**config.mk**
```make
export PLATFORM = sky130hd
export DESIGN_NAME = mips32r1_wb_arbiter_flat
export DESIGN_NICKNAME = d
export VERILOG_FILES = /design/src/rtl/mips32r1_wb_pkg.sv /design/src/rtl/mips32r1_wb_if.sv /design/src/rtl/mips32r1_wb_watchdog.sv /design/src/rtl/mips32r1_wb_arbiter.sv /design/src/flat_wrapper.sv
export SDC_FILE = /design/constraint.sdc
export NUM_CORES = 1
export LEC_CHECK = 0
export CORE_AREA = 2 2 122 124
export CTS_BUF_LIST = sky130_fd_sc_hd__clkbuf_16
export DETAILED_ROUTE_END_ITERATION = 8
export DIE_AREA = 0 0 124 126
export HOLD_SLACK_MARGIN = 0.06
export MAX_ROUTING_LAYER = met4
export PLACE_DENSITY = 0.63
export SKIP_CTS_REPAIR_TIMING = 1
export SYNTH_ARGS = -nofsm -noshare
export SYNTH_HDL_FRONTEND = slang
export SYNTH_SLANG_ARGS = --single-unit
```
**constraint.sdc**
```tcl
create_clock -name wb_clk_i -period 2.8 [get_ports wb_clk_i]
set_input_delay 0.56 -clock wb_clk_i [delete_from_list [all_inputs] [get_ports wb_clk_i]]
set_output_delay 0.56 -clock wb_clk_i [all_outputs]
set_load 0.01 [all_outputs]
```
**src/rtl/mips32r1_wb_pkg.sv**
```systemverilog
// Shared types and constants for the mips32r1 Wishbone arbiter.
// Holds the arbiter state encoding, bus widths and grant helper.
package mips32r1_wb_pkg;

    localparam int unsigned WB_AW = 32;
    localparam int unsigned WB_DW = 32;
    localparam int unsigned WB_SW = 4;

    localparam logic [WB_DW-1:0] BUS_ERR_DATA_DEF = 32'hDEADBEEF;

    typedef enum logic [1:0] {
        ST_IDLE  = 2'd0,
        ST_GNT_I = 2'd1,
        ST_GNT_D = 2'd2
    } arb_state_e;

    typedef enum logic {
        MST_I = 1'b0,
        MST_D = 1'b1
    } wb_mst_e;

    // Round-robin pick from IDLE: on a tie the master that did not
    // own the bus last time wins.
    function automatic arb_state_e arb_pick(
        input logic    i_req,
        input logic    d_req,
        input wb_mst_e last
    );
        if (i_req && (!d_req || last == MST_D)) begin
            return ST_GNT_I;
        end
        if (d_req) begin
            return ST_GNT_D;
        end
        return ST_IDLE;
    endfunction

endpackage

```
**src/rtl/mips32r1_wb_if.sv**
```systemverilog
// Wishbone classic bus bundle.
// master: drives adr/wdat/we/sel/stb/cyc; slave: drives rdat/ack.
// ro_slave: slave view of a read-only master (no wdat/we).
interface mips32r1_wb_if;
    import mips32r1_wb_pkg::*;

    logic [WB_AW-1:0] adr;
    logic [WB_DW-1:0] wdat;
    logic [WB_DW-1:0] rdat;
    logic             we;
    logic [WB_SW-1:0] sel;
    logic             stb;
    logic             cyc;
    logic             ack;

    modport master (
        output adr, wdat, we, sel, stb, cyc,
        input  rdat, ack
    );

    modport slave (
        input  adr, wdat, we, sel, stb, cyc,
        output rdat, ack
    );

    modport ro_slave (
        input  adr, sel, stb, cyc,
        output rdat, ack
    );

endinterface

```
**src/rtl/mips32r1_wb_watchdog.sv**
```systemverilog
// Bus watchdog: counts strobe cycles without ack and flags a timeout.
// Ports: clk_i/rst_i, clr_i (arbiter idle), stb_i (unforced strobe), ack_i, timeout_o.
module mips32r1_wb_watchdog #(
    parameter int unsigned TIMEOUT_CYCLES = 255
) (
    input  logic clk_i,
    input  logic rst_i,
    input  logic clr_i,
    input  logic stb_i,
    input  logic ack_i,
    output logic timeout_o
);

    localparam int unsigned RAW_W = $clog2(TIMEOUT_CYCLES + 1);
    localparam int unsigned CW =
        (RAW_W < 8) ? 8 : ((RAW_W > 32) ? 32 : RAW_W);
    localparam bit EN = (TIMEOUT_CYCLES != 0);
    localparam logic [CW-1:0] LAST = CW'(TIMEOUT_CYCLES - 1);

    logic [CW-1:0] cnt_q;
    logic [CW-1:0] cnt_d;

    // The counter restarts after a forced completion so a master that
    // keeps strobing gets a full fresh window.
    always_comb begin
        timeout_o = 1'b0;
        cnt_d     = '0;
        if (EN && !clr_i && stb_i && !ack_i) begin
            if (cnt_q == LAST) begin
                timeout_o = 1'b1;
            end else begin
                cnt_d = cnt_q + CW'(1);
            end
        end
    end

    always_ff @(posedge clk_i or posedge rst_i) begin
        if (rst_i) begin
            cnt_q <= '0;
        end else begin
            cnt_q <= cnt_d;
        end
    end

endmodule

```
**src/rtl/mips32r1_wb_arbiter.sv**
```systemverilog
// 2-master/1-slave Wishbone classic round-robin arbiter with watchdog.
// Ports: wb_clk_i, wb_rst_i, iwbm (instr, read-only), dwbm (data),
//        wbm (shared bus master), bus_err_o pulse, err_adr_o last timeout address.
module mips32r1_wb_arbiter
    import mips32r1_wb_pkg::*;
#(
    parameter int unsigned      TIMEOUT_CYCLES = 255,
    parameter logic [WB_DW-1:0] BUS_ERR_DATA   = BUS_ERR_DATA_DEF
) (
    input  logic                     wb_clk_i,
    input  logic                     wb_rst_i,
    mips32r1_wb_if.ro_slave          iwbm,
    mips32r1_wb_if.slave             dwbm,
    mips32r1_wb_if.master            wbm,
    output logic                     bus_err_o,
    output logic [WB_AW-1:0]         err_adr_o
);

    arb_state_e       state_q;
    arb_state_e       state_d;
    wb_mst_e          last_q;
    wb_mst_e          last_d;
    logic [WB_AW-1:0] err_adr_q;
    logic [WB_AW-1:0] err_adr_d;

    logic             own_i;
    logic             own_d;
    logic [WB_AW-1:0] m_adr;
    logic [WB_DW-1:0] m_wdat;
    logic             m_we;
    logic [WB_SW-1:0] m_sel;
    logic             m_stb;
    logic             m_cyc;
    logic             timeout;
    logic             fin;
    logic [WB_DW-1:0] rdat;

    assign own_i = (state_q == ST_GNT_I);
    assign own_d = (state_q == ST_GNT_D);

    mips32r1_wb_watchdog #(
        .TIMEOUT_CYCLES(TIMEOUT_CYCLES)
    ) u_wdog (
        .clk_i    (wb_clk_i),
        .rst_i    (wb_rst_i),
        .clr_i    (state_q == ST_IDLE),
        .stb_i    (m_stb),
        .ack_i    (wbm.ack),
        .timeout_o(timeout)
    );

    // Owner mux; IDLE presents an all-zero bus.
    always_comb begin
        m_adr  = '0;
        m_wdat = '0;
        m_we   = 1'b0;
        m_sel  = '0;
        m_stb  = 1'b0;
        m_cyc  = 1'b0;
        unique case (1'b1)
            own_i: begin
                m_adr = iwbm.adr;
                m_sel = iwbm.sel;
                m_stb = iwbm.stb;
                m_cyc = iwbm.cyc;
            end
            own_d: begin
                m_adr  = dwbm.adr;
                m_wdat = dwbm.wdat;
                m_we   = dwbm.we;
                m_sel  = dwbm.sel;
                m_stb  = dwbm.stb;
                m_cyc  = dwbm.cyc;
            end
            default: ;
        endcase
    end

    // A timeout kills the slave cycle and completes the master locally;
    // the watchdog never fires in a cycle that carries a real ack.
    assign wbm.adr  = m_adr;
    assign wbm.wdat = m_wdat;
    assign wbm.we   = m_we;
    assign wbm.sel  = m_sel;
    assign wbm.stb  = m_stb & ~timeout;
    assign wbm.cyc  = m_cyc & ~timeout;

    assign fin  = m_stb & (wbm.ack | timeout);
    assign rdat = timeout ? BUS_ERR_DATA : wbm.rdat;

    assign iwbm.ack  = own_i & fin;
    assign iwbm.rdat = own_i ? rdat : '0;
    assign dwbm.ack  = own_d & fin;
    assign dwbm.rdat = own_d ? rdat : '0;

    assign bus_err_o = timeout;
    assign err_adr_o = err_adr_q;

    // Ownership always returns to IDLE for one cycle before changing.
    always_comb begin
        state_d   = state_q;
        last_d    = last_q;
        err_adr_d = timeout ? m_adr : err_adr_q;
        unique case (state_q)
            ST_IDLE: begin
                state_d = arb_pick(iwbm.cyc, dwbm.cyc, last_q);
                if (state_d == ST_GNT_I) begin
                    last_d = MST_I;
                end else if (state_d == ST_GNT_D) begin
                    last_d = MST_D;
                end
            end
            ST_GNT_I: begin
                if (!iwbm.cyc) begin
                    state_d = ST_IDLE;
                end
            end
            ST_GNT_D: begin
                if (!dwbm.cyc) begin
                    state_d = ST_IDLE;
                end
            end
            default: state_d = ST_IDLE;
        endcase
    end

    always_ff @(posedge wb_clk_i or posedge wb_rst_i) begin
        if (wb_rst_i) begin
            state_q   <= ST_IDLE;
            last_q    <= MST_D;
            err_adr_q <= '0;
        end else begin
            state_q   <= state_d;
            last_q    <= last_d;
            err_adr_q <= err_adr_d;
        end
    end

endmodule

```
**src/flat_wrapper.sv**
```systemverilog
// flat-port wrapper written by rule: the top's interface ports become plain ports
module mips32r1_wb_arbiter_flat import mips32r1_wb_pkg::*;
#(
    parameter int unsigned      TIMEOUT_CYCLES = 255,
    parameter logic [WB_DW-1:0] BUS_ERR_DATA   = BUS_ERR_DATA_DEF
)
  (wb_clk_i, wb_rst_i, bus_err_o, err_adr_o, iwbm_adr, iwbm_sel, iwbm_stb, iwbm_cyc, iwbm_rdat, iwbm_ack, dwbm_adr, dwbm_wdat, dwbm_we, dwbm_sel, dwbm_stb, dwbm_cyc, dwbm_rdat, dwbm_ack, wbm_adr, wbm_wdat, wbm_we, wbm_sel, wbm_stb, wbm_cyc, wbm_rdat, wbm_ack);
  mips32r1_wb_if iwbm_i ();
  mips32r1_wb_if dwbm_i ();
  mips32r1_wb_if wbm_i ();
  input  logic wb_clk_i;
  input  logic wb_rst_i;
  output logic bus_err_o;
  output logic [WB_AW-1:0] err_adr_o;
  input wire logic [$bits(iwbm_i.adr)-1:0] iwbm_adr;
  input wire logic [$bits(iwbm_i.sel)-1:0] iwbm_sel;
  input wire logic [$bits(iwbm_i.stb)-1:0] iwbm_stb;
  input wire logic [$bits(iwbm_i.cyc)-1:0] iwbm_cyc;
  output wire logic [$bits(iwbm_i.rdat)-1:0] iwbm_rdat;
  output wire logic [$bits(iwbm_i.ack)-1:0] iwbm_ack;
  input wire logic [$bits(dwbm_i.adr)-1:0] dwbm_adr;
  input wire logic [$bits(dwbm_i.wdat)-1:0] dwbm_wdat;
  input wire logic [$bits(dwbm_i.we)-1:0] dwbm_we;
  input wire logic [$bits(dwbm_i.sel)-1:0] dwbm_sel;
  input wire logic [$bits(dwbm_i.stb)-1:0] dwbm_stb;
  input wire logic [$bits(dwbm_i.cyc)-1:0] dwbm_cyc;
  output wire logic [$bits(dwbm_i.rdat)-1:0] dwbm_rdat;
  output wire logic [$bits(dwbm_i.ack)-1:0] dwbm_ack;
  output wire logic [$bits(wbm_i.adr)-1:0] wbm_adr;
  output wire logic [$bits(wbm_i.wdat)-1:0] wbm_wdat;
  output wire logic [$bits(wbm_i.we)-1:0] wbm_we;
  output wire logic [$bits(wbm_i.sel)-1:0] wbm_sel;
  output wire logic [$bits(wbm_i.stb)-1:0] wbm_stb;
  output wire logic [$bits(wbm_i.cyc)-1:0] wbm_cyc;
  input wire logic [$bits(wbm_i.rdat)-1:0] wbm_rdat;
  input wire logic [$bits(wbm_i.ack)-1:0] wbm_ack;
  assign iwbm_i.adr = iwbm_adr;
  assign iwbm_i.sel = iwbm_sel;
  assign iwbm_i.stb = iwbm_stb;
  assign iwbm_i.cyc = iwbm_cyc;
  assign iwbm_rdat = iwbm_i.rdat;
  assign iwbm_ack = iwbm_i.ack;
  assign dwbm_i.adr = dwbm_adr;
  assign dwbm_i.wdat = dwbm_wdat;
  assign dwbm_i.we = dwbm_we;
  assign dwbm_i.sel = dwbm_sel;
  assign dwbm_i.stb = dwbm_stb;
  assign dwbm_i.cyc = dwbm_cyc;
  assign dwbm_rdat = dwbm_i.rdat;
  assign dwbm_ack = dwbm_i.ack;
  assign wbm_adr = wbm_i.adr;
  assign wbm_wdat = wbm_i.wdat;
  assign wbm_we = wbm_i.we;
  assign wbm_sel = wbm_i.sel;
  assign wbm_stb = wbm_i.stb;
  assign wbm_cyc = wbm_i.cyc;
  assign wbm_i.rdat = wbm_rdat;
  assign wbm_i.ack = wbm_ack;
  mips32r1_wb_arbiter #(.TIMEOUT_CYCLES(TIMEOUT_CYCLES), .BUS_ERR_DATA(BUS_ERR_DATA)) u_core (.wb_clk_i(wb_clk_i), .wb_rst_i(wb_rst_i), .iwbm(iwbm_i), .dwbm(dwbm_i), .wbm(wbm_i), .bus_err_o(bus_err_o), .err_adr_o(err_adr_o));
endmodule
```
---- Word level (Yosys, flattened, before mapping) ----
Cells that the tools add are included.
word-level totals
  word-level logic and storage cells ...... 58
  output and inout port bits .............. 170
  bits in registers ....................... 43
  input port bits ......................... 144
operators by class
  bitwise logic cells ..................... 7
  reduce and logical (&&, ||, !) cells .... 11
  multiplexer cells ....................... 28
  eq/ne operators ......................... 7
  $add $sub $neg .......................... 1
operators with widths
  kind                                                  count
  2-to-1 mux 32 bit                                     4
  one-hot mux 32 bit (2 select lines)                   1
  2-to-1 mux 8 bit                                      2
  2-to-1 mux 2 bit                                      7
  2-to-1 mux 1 bit                                      10
  adder 8 x 1 -> 8 bit (second input constant)          1
  equality test 8 bit (second input constant)           1
  one-hot mux 4 bit (2 select lines)                    1
  one-hot mux 2 bit (3 select lines)                    1
  bitwise AND 1 bit                                     5
  equality test 2 x 1 -> 1 bit (second input constant)  2
  equality test 2 bit (second input constant)           2
  != test 2 bit (second input constant)                 2
  one-hot mux 1 bit (2 select lines)                    2
  AND reduction 2 bit                                   2
  logical AND 1 bit                                     3
  zero test 1 bit                                       3
  zero test 2 bit                                       1
  nonzero test 2 bit                                    1
  logical OR 1 bit                                      1
  inverter 1 bit                                        1
  OR 1 bit                                              1

---- Longest topological paths before layout ----
Gate-level depths: netlist of run 1.
  depth in word-level cells ............... 13
  depth in mapped cells ................... 8
  gate-level depth less buffers ........... 6

---- By module ----
Synthesis of run 1 repeated with hierarchy kept, for this count alone.
unflattened totals
  cell total of the unflattened synthesis .. 373
  area, all modules ....................... 3118.0 um^2
by module, submodules not included
  module                cells an instance  sequential area each (um^2)  area an instance (um^2)  times used
  mips32r1_wb_arbiter   331                877.1                        2706.3                   1
  mips32r1_wb_watchdog  42                 200.2                        411.6                    1

---- Worst setup path before layout of run 1 ----
No wires, ideal clock.
  path type ............................... reg-to-output
  from .................................... register u_core.state_q[0]
  to ...................................... output port iwbm_rdat[18]
  arrival ................................. 1.597 ns
  path slack .............................. 0.643 ns
  cell stages (with the launch flop) ...... 8
  required time ........................... 2.240 ns
  buffers on the path ..................... 1
  cells stage by stage .................... dfrtp_1 inv_1 ha_1 nor3b_2 nand4_4 inv_6 buf_4 o21a_1
on the way
  cells in the longest elaborated chain, start to end .. 7
  elaborated cells on any way between the ends .. 10
  classes of those cells .................. 2 x eq/ne; 4 x mux; 4 x reduce/logical
ends and longest elaborated chain
  element                                                                       RTL line                                               RTL
  from (decl)                                                                   mips32r1_wb_arbiter.sv:19                              arb_state_e state_q;
  from (signal assigned)                                                        mips32r1_wb_arbiter.sv:133                             state_q <= state_d;
  equality test 2 bit (tied with other cells)                                   mips32r1_wb_arbiter.sv:39                              assign own_d = (state_q == ST_GNT_D);
  one-hot mux 1 bit (2 select lines) / zero test 1 bit (equally long branches)  mips32r1_wb_arbiter.sv:60, mips32r1_wb_watchdog.sv:28
  logical AND 1 bit (*) (2 in series)                                           mips32r1_wb_watchdog.sv:28                             if (EN && !clr_i && stb_i && !ack_i) begin
  2-to-1 mux 1 bit (*)                                                          mips32r1_wb_watchdog.sv:28
  named net bus_err_o                                                           flat_wrapper.sv:13                                     output logic bus_err_o;
  2-to-1 mux 32 bit (*)                                                         mips32r1_wb_arbiter.sv:89                              assign rdat = timeout ? BUS_ERR_DATA : wbm.rdat;
  2-to-1 mux 32 bit (*)                                                         mips32r1_wb_arbiter.sv:92                              assign iwbm.rdat = own_i ? rdat : '0;
  to (decl)                                                                     flat_wrapper.sv:19                                     output wire logic [$bits(iwbm_i.rdat)-1:0] iwbm_rdat;
The timed path passes the listed nets; every way through them passes the cells marked *.

---- Worst setup path in the final report of run 1 ----
  from .................................... register u_core.state_q[0]
  to ...................................... output port iwbm_rdat[19]
on the way
  cells in the longest elaborated chain, start to end .. 7
  elaborated cells on any way between the ends .. 10
  classes of those cells .................. 2 x eq/ne; 4 x mux; 4 x reduce/logical
ends and longest elaborated chain
  element                                                                       RTL line
  equality test 2 bit (tied with other cells)                                   mips32r1_wb_arbiter.sv:39
  one-hot mux 1 bit (2 select lines) / zero test 1 bit (equally long branches)  mips32r1_wb_arbiter.sv:60, mips32r1_wb_watchdog.sv:28
  logical AND 1 bit (2 in series)                                               mips32r1_wb_watchdog.sv:28
  2-to-1 mux 1 bit                                                              mips32r1_wb_watchdog.sv:28
  2-to-1 mux 32 bit                                                             mips32r1_wb_arbiter.sv:89
  2-to-1 mux 32 bit (*)                                                         mips32r1_wb_arbiter.sv:92
Every way passes the cells marked *; elsewhere a longest branch is shown, timed or not.

==> metrics.cfg, run 1 <==
[setup_path]
startpoint_type=flop
cp_cell_sequence=buf_4 > ha_4 > a22o_4 > nand4_4 > clkinv_4 > buf_4 > clkbuf_16 > o21a_1 > dlymetal6s2s_1
cp-end-kind=primary output
worst_ep_arrival_time_ps=2160
path_class=flop to primary output
cp_common_cell=buf_4
crit_required_ps=2240
cpPeakStageDelay_ps=400
critPathSlowestCell=dfrtp_1
cp_max_fo=12

[drt]
dr.pass1.iters=4
dr_total_vias=3834
first_iter_violations=176
viasPerCell=4.614
wire_per_inst_um=18.28
drt_wl_total_um=15190
ant_nets=0
drc=0

[pwr]
power_density_nw_per_um2=590.4
power_leakage_nw=3.909
irDropWorstVdd_uv=329.6
finalPower_mw=4.228

[global_route]
grt-ovfl-total=0
grt_max_degree=76
grt_pass1_vias=3740
grt_util_all_layers_pct=17.72
grt_pass1_wl_um=20530
grt_antenna_before_repair=0

[sta]
rsz0062_at_grt=false
fmax_ghz=0.3678
finalHoldViolCount=0
setup_viol=0
maxSlewViolCount=0
whs_ps=493.8
min_period_ps=2719
tightest_slew_ps=318.2
slew_headroom_pct=78.79
fin_skew_ps=8.689
timing.final.crit_share_pct=97.11

[floorplanning]
die_area_um2=15620
core_um2=14310
start_util_pct=23.30
row_count=44
ioPinCount=314
fp.dieH_um=126
die_w_um=124

[outcome]
status=completed

[final_layout]
fillers=1316
layout-drive-gt1-share_pct=12.06
diodes=0
mostFrequentLayoutCells=244 x clkdlybuf4s50_1, 69 x dlymetal6s2s_1, 48 x o21a_1, 42 x dfrtp_1, 36 x a22oi_1
nets=795
syn_to_final_growth_pct=114.7
mostFrequentLayoutCell=clkdlybuf4s50_1

[synthesis]
synth_top_area_share_pct=31.51
syn-cell-area_um2=3336
yosysSeqAreaShare_pct=32.30
synth_area_leaders=dfrtp_1 32%, mux2_4 14%, o21a_1 11%
synth_cells=337
yosys.area.top_type=dfrtp_1
yosysUniqueCellTypes=38
synth-seq-cells=43
yosys_warnings=0
synth_nets=486
avgSynthCellArea_um2=9.898

[flow_run]
maxCapViolCount=0

[cts]
ctsHtreeMaxLevel=2
cts-root-buf=clkbuf_16
clock_latency_ps=290
cts_tree=yes
cts_buffers=5
cts.sinks=43
ctsLongestPathBuffers=2
clkSlewWorstSetupHoldPaths_ps=60

[placed_design]
gp_congestion=0.9178
dpl.hpwl_um=11750
port_buffers=313

[hold_path]
hp-class=primary input to asynchronous set/reset pin

[synthesized netlist by cell type, drive strengths merged]
cell and n:
a211oi 2, a21oi 2, a22o 2, a22oi 36, a311oi 1, a31oi 2
a41oi 1, and2 34, and3 18, and4 1, buf 13, clkbuf 21
dfrtp 42, dfstp 1, ha 5, inv 7, mux2 32, nand2 9
nand3 4, nand4 1, nor2 1, nor2b 36, nor3 5, nor3b 3
o211ai 1, o21a 48, o21ai 4, or3 2, xnor2 1, xor2 2
[final timing paths]
check	endpoint	depth (start not counted)	start	slack [ps]
min	u_core.err_adr_o[12]	2	wb_rst_i	490
min in group wb_clk_i	u_core.err_adr_o[31]	1	u_core.err_adr_o[31]	510
max in group asynchronous	u_core.last_q	3	wb_rst_i	1770
max reg2reg	u_core.err_adr_o[31]	8	u_core.state_q[1]	590
max	iwbm_rdat[19]	9	u_core.state_q[0]	80
min reg2reg	u_core.err_adr_o[31]	1	u_core.err_adr_o[31]	510
[area by class of cell]
cell class	instances	area (µm²)	area share [%]
timing repair buffer	336	3611	50.42
multi-input combinational	253	2071	28.91
sequential	43	1077	15.04
tap	184	230.2	3.215
clock buffer	5	125.1	1.747
inverter	7	31.28	0.4368
clock inverter	3	16.27	0.2271
[per-stage QoR]
stage	worst slack [ps]	instance area, µm²	TNS, ps	utilization (%)	std cells
after CTS	-220.8	6822	-13120	47.66	825
after global routing	6.186	7162	0	50.04	831
after detailed placement	-190.4	6680	-9857	46.67	817
after floorplan	643.4	3336	0	-	337
after global placement	-139.6	6680	-7478	46.67	817
final	81.04	7162	0	50.04	831
[worst max-delay path: cells and delay by family, from the launching register on]
| family | cells | cell delay, ps |
|---|---|---|
| adders and majority gates | 1 | 180 |
| buffers and inverters | 5 | 730 |
| and+or+nand+nor | 1 | 130 |
| DFF | 1 | 400 |
| AOI/OAI and AO/OA | 2 | 440 |
[per-layer routing]
metal,global-route usage (%),vias up,part of all wire [%]
li1,-,1827,-
met1,19.16,1782,37
met2,31.74,212,51
met3,3.759,13,9.3
met4,6.015,0,2.5
met5,-,-,0
[where the power goes]
| group | internal, mW | switching [mW] |
|---|---|---|
| logic | 1.65 | 1.35 |
| registers | 0.648 | 0.0179 |
| clock network | 0.325 | 0.237 |
[sequential cells by signal, indices dropped and copies added, names as in the netlist]
signal	cells
u_core.state_q	2
u_core.err_adr_o	32
u_core.u_wdog.cnt_q	8
u_core.last_q	1
[logic make-up (layout without fill, tap and decap cells)]
family	Yosys count	count (layout)	synth area share [%]
AO/OA/AOI/OAI	99	99	22.17
XOR/XNOR	3	3	0.7878
adder cells (fa/ha/maj)	5	5	1.875
buffers and inverters	41	351	7.277
flip-flops	43	43	32.30
multiplexers	32	32	14.29
AND/OR/NAND/NOR	114	114	21.30
(Power assumes the default switching activity.)
==> inputs of run 2 (changes only) <==
- CTS_CLUSTER_DIAMETER: not set -> 60
- SKIP_CTS_REPAIR_TIMING: 1 -> not set
==> run 2 against run 1 <==
Against the previous run: the flow now finishes with violations (setup timing); non-clock buffer count fell by 1; fmax fell by 3.5%; critical path type unchanged; worst setup slack got worse by 98 ps; clock skew hardly changed; cell area shrank 4.1%; worst hold slack improved by 2.5 ps; global-route usage grew 0.24 points; critical endpoint is now dwbm_rdat[14].
==> metrics.cfg, run 2 (same netlist as run 1, synthesis figures left out) <==
[drt]
first_iter_violations=139  ; -21%
dr_total_vias=3823  ; -0.29%
viasPerCell=4.606  ; -0.17%
ant_nets=0  ; unchanged
drc=0  ; unchanged
dr.pass1.iters=4  ; unchanged
wire_per_inst_um=17.78  ; -2.8%
drt_wl_total_um=14760  ; -2.9%

[global_route]
grt_antenna_before_repair=0  ; unchanged
grt_util_all_layers_pct=17.96  ; +0.24 points
grt-ovfl-total=0  ; unchanged
grt_pass1_vias=3766  ; +0.70%
grt_max_degree=76  ; unchanged
grt_pass1_wl_um=20780  ; +1.2%

[sta]
fmax_ghz=0.3549  ; -3.5%
setup_viol=3  ; +3
tightest_slew_ps=319.3  ; +1.154 ps
timing.final.crit_share_pct=100.6  ; +3.5 points
maxSlewViolCount=0  ; unchanged
whs_ps=496.2  ; +2.455 ps
rsz0062_at_grt=true
slew_headroom_pct=78.71  ; about the same
fin_skew_ps=9.025  ; +0.3352 ps
fin_ws_ps=-17.32  ; -98.36 ps
setup_tns_ps=-32.32  ; -32.32 ps
finalHoldViolCount=0  ; unchanged
min_period_ps=2817  ; +98.36 ps

[cts]
hold_buffers=0
ctsLongestPathBuffers=2  ; unchanged
cts_buffers=5  ; unchanged
ctsHtreeMaxLevel=2  ; unchanged
clock_latency_ps=280  ; about the same
cts_tree=yes
clkSlewWorstSetupHoldPaths_ps=60  ; about the same
cts-root-buf=clkbuf_16
cts.sinks=43  ; unchanged

[outcome]
violations=setup timing
status=complete, but fails checks

[pwr]
power_density_nw_per_um2=589.5  ; -0.16%
irDropWorstVdd_uv=343.8  ; +4.3%
power_leakage_nw=2.975  ; -24%
finalPower_mw=4.049  ; -4.2%

[placed_design]
gp_congestion=0.9178  ; unchanged
port_buffers=313  ; unchanged
dp_slack_ps=-190.4  ; unchanged
dpl.hpwl_um=11750  ; unchanged

[floorplanning]
die_area_um2=15620  ; unchanged
die_w_um=124  ; unchanged
ioPinCount=314  ; unchanged
core_um2=14310  ; unchanged
row_count=44  ; unchanged
start_util_pct=23.30  ; unchanged
fp.dieH_um=126  ; unchanged

[setup_path]
cp_max_fo=17  ; +5
path_class=flop to primary output
cp-end-kind=primary output
crit_required_ps=2240  ; about the same
worst_ep_arrival_time_ps=2260  ; +100 ps
regToRegStartpoint=u_core.state_q[1]
startpoint_type=flop
cp-startpoint=u_core.state_q[0]

[final_layout]
mostFrequentLayoutCells=247 x clkdlybuf4s50_1, 48 x o21a_1, 43 x dlygate4sd2_1, 42 x dfrtp_1, 36 x a22oi_1
fillers=1365  ; +3.7%
diodes=0  ; unchanged
largest_reg_flops=32  ; unchanged
nets=794  ; -0.13%
layout-drive-gt1-share_pct=13.78  ; +1.7 points
syn_to_final_growth_pct=105.9
mostFrequentLayoutCell=clkdlybuf4s50_1

[flow_run]
maxCapViolCount=0  ; unchanged

[hold_path]
hp-class=primary input to asynchronous set/reset pin

run 2: what timing repair did:
action	CTS	global route
cloned	1	0
endpoints found under the setup margin	83	30
pin swaps	3	0
buffers inserted	4	0
resized for setup	89	24
endpoints found under the hold margin	0	0
run 2: worst max-delay path, stage by stage, from the launching register on:
cell             delay (ps)
dfrtp_1                 390
buf_4                   150
ha_4                    180
a22o_4                  280
nand4_4                  90
buf_6                   170
and3_1                  170
clkdlybuf4s50_1         530
run 2: layout make-up:
type                    count  area [µm²]  area share (%)
clock inverters             3       16.27          0.2368
well taps                 184       230.2           3.352
repair buffers            335        3313           48.23
clock buffers               5       125.1           1.821
inverters                   7       31.28          0.4554
flip-flops and latches     43        1077           15.68
multi-input cells         253        2076           30.22
run 2: final timing paths:
check	end	slack [ps]	depth (start not counted)
worst max-delay path	dwbm_rdat[14]	-20	7
worst min-delay path	u_core.err_adr_o[12]	500	2
worst max register to register	u_core.err_adr_o[30]	630	9
worst min register to register	u_core.err_adr_o[31]	510	1
max in group asynchronous	u_core.last_q	1770	3
min in group wb_clk_i	u_core.err_adr_o[31]	510	1
run 2: routing by layer:
metal | vias to the layer above | GRT usage [%] | share of wire [%]
met4 | 0 | 6.015 | 2.5
met5 | - | - | 0
li1 | 1821 | - | -
met1 | 1782 | 19.08 | 37
met3 | 13 | 3.986 | 9.7
met2 | 207 | 32.48 | 51
run 2: per-stage QoR:
stage	area [µm²]	utilization [%]	cells
floorplan	3336	-	337
global placement	6680	46.67	817
detailed placement	6680	46.67	817
CTS	6877	48.04	830
global route	6869	47.99	830
finish	6869	47.99	830
run 2: power breakdown:
part / internal (mW) / switching (mW) / total [mW]
combinational: 1.51 / 1.32 / 2.82
clock: 0.325 / 0.234 / 0.559
sequential: 0.648 / 0.0178 / 0.666
total: 2.48 / 1.57 / 4.05
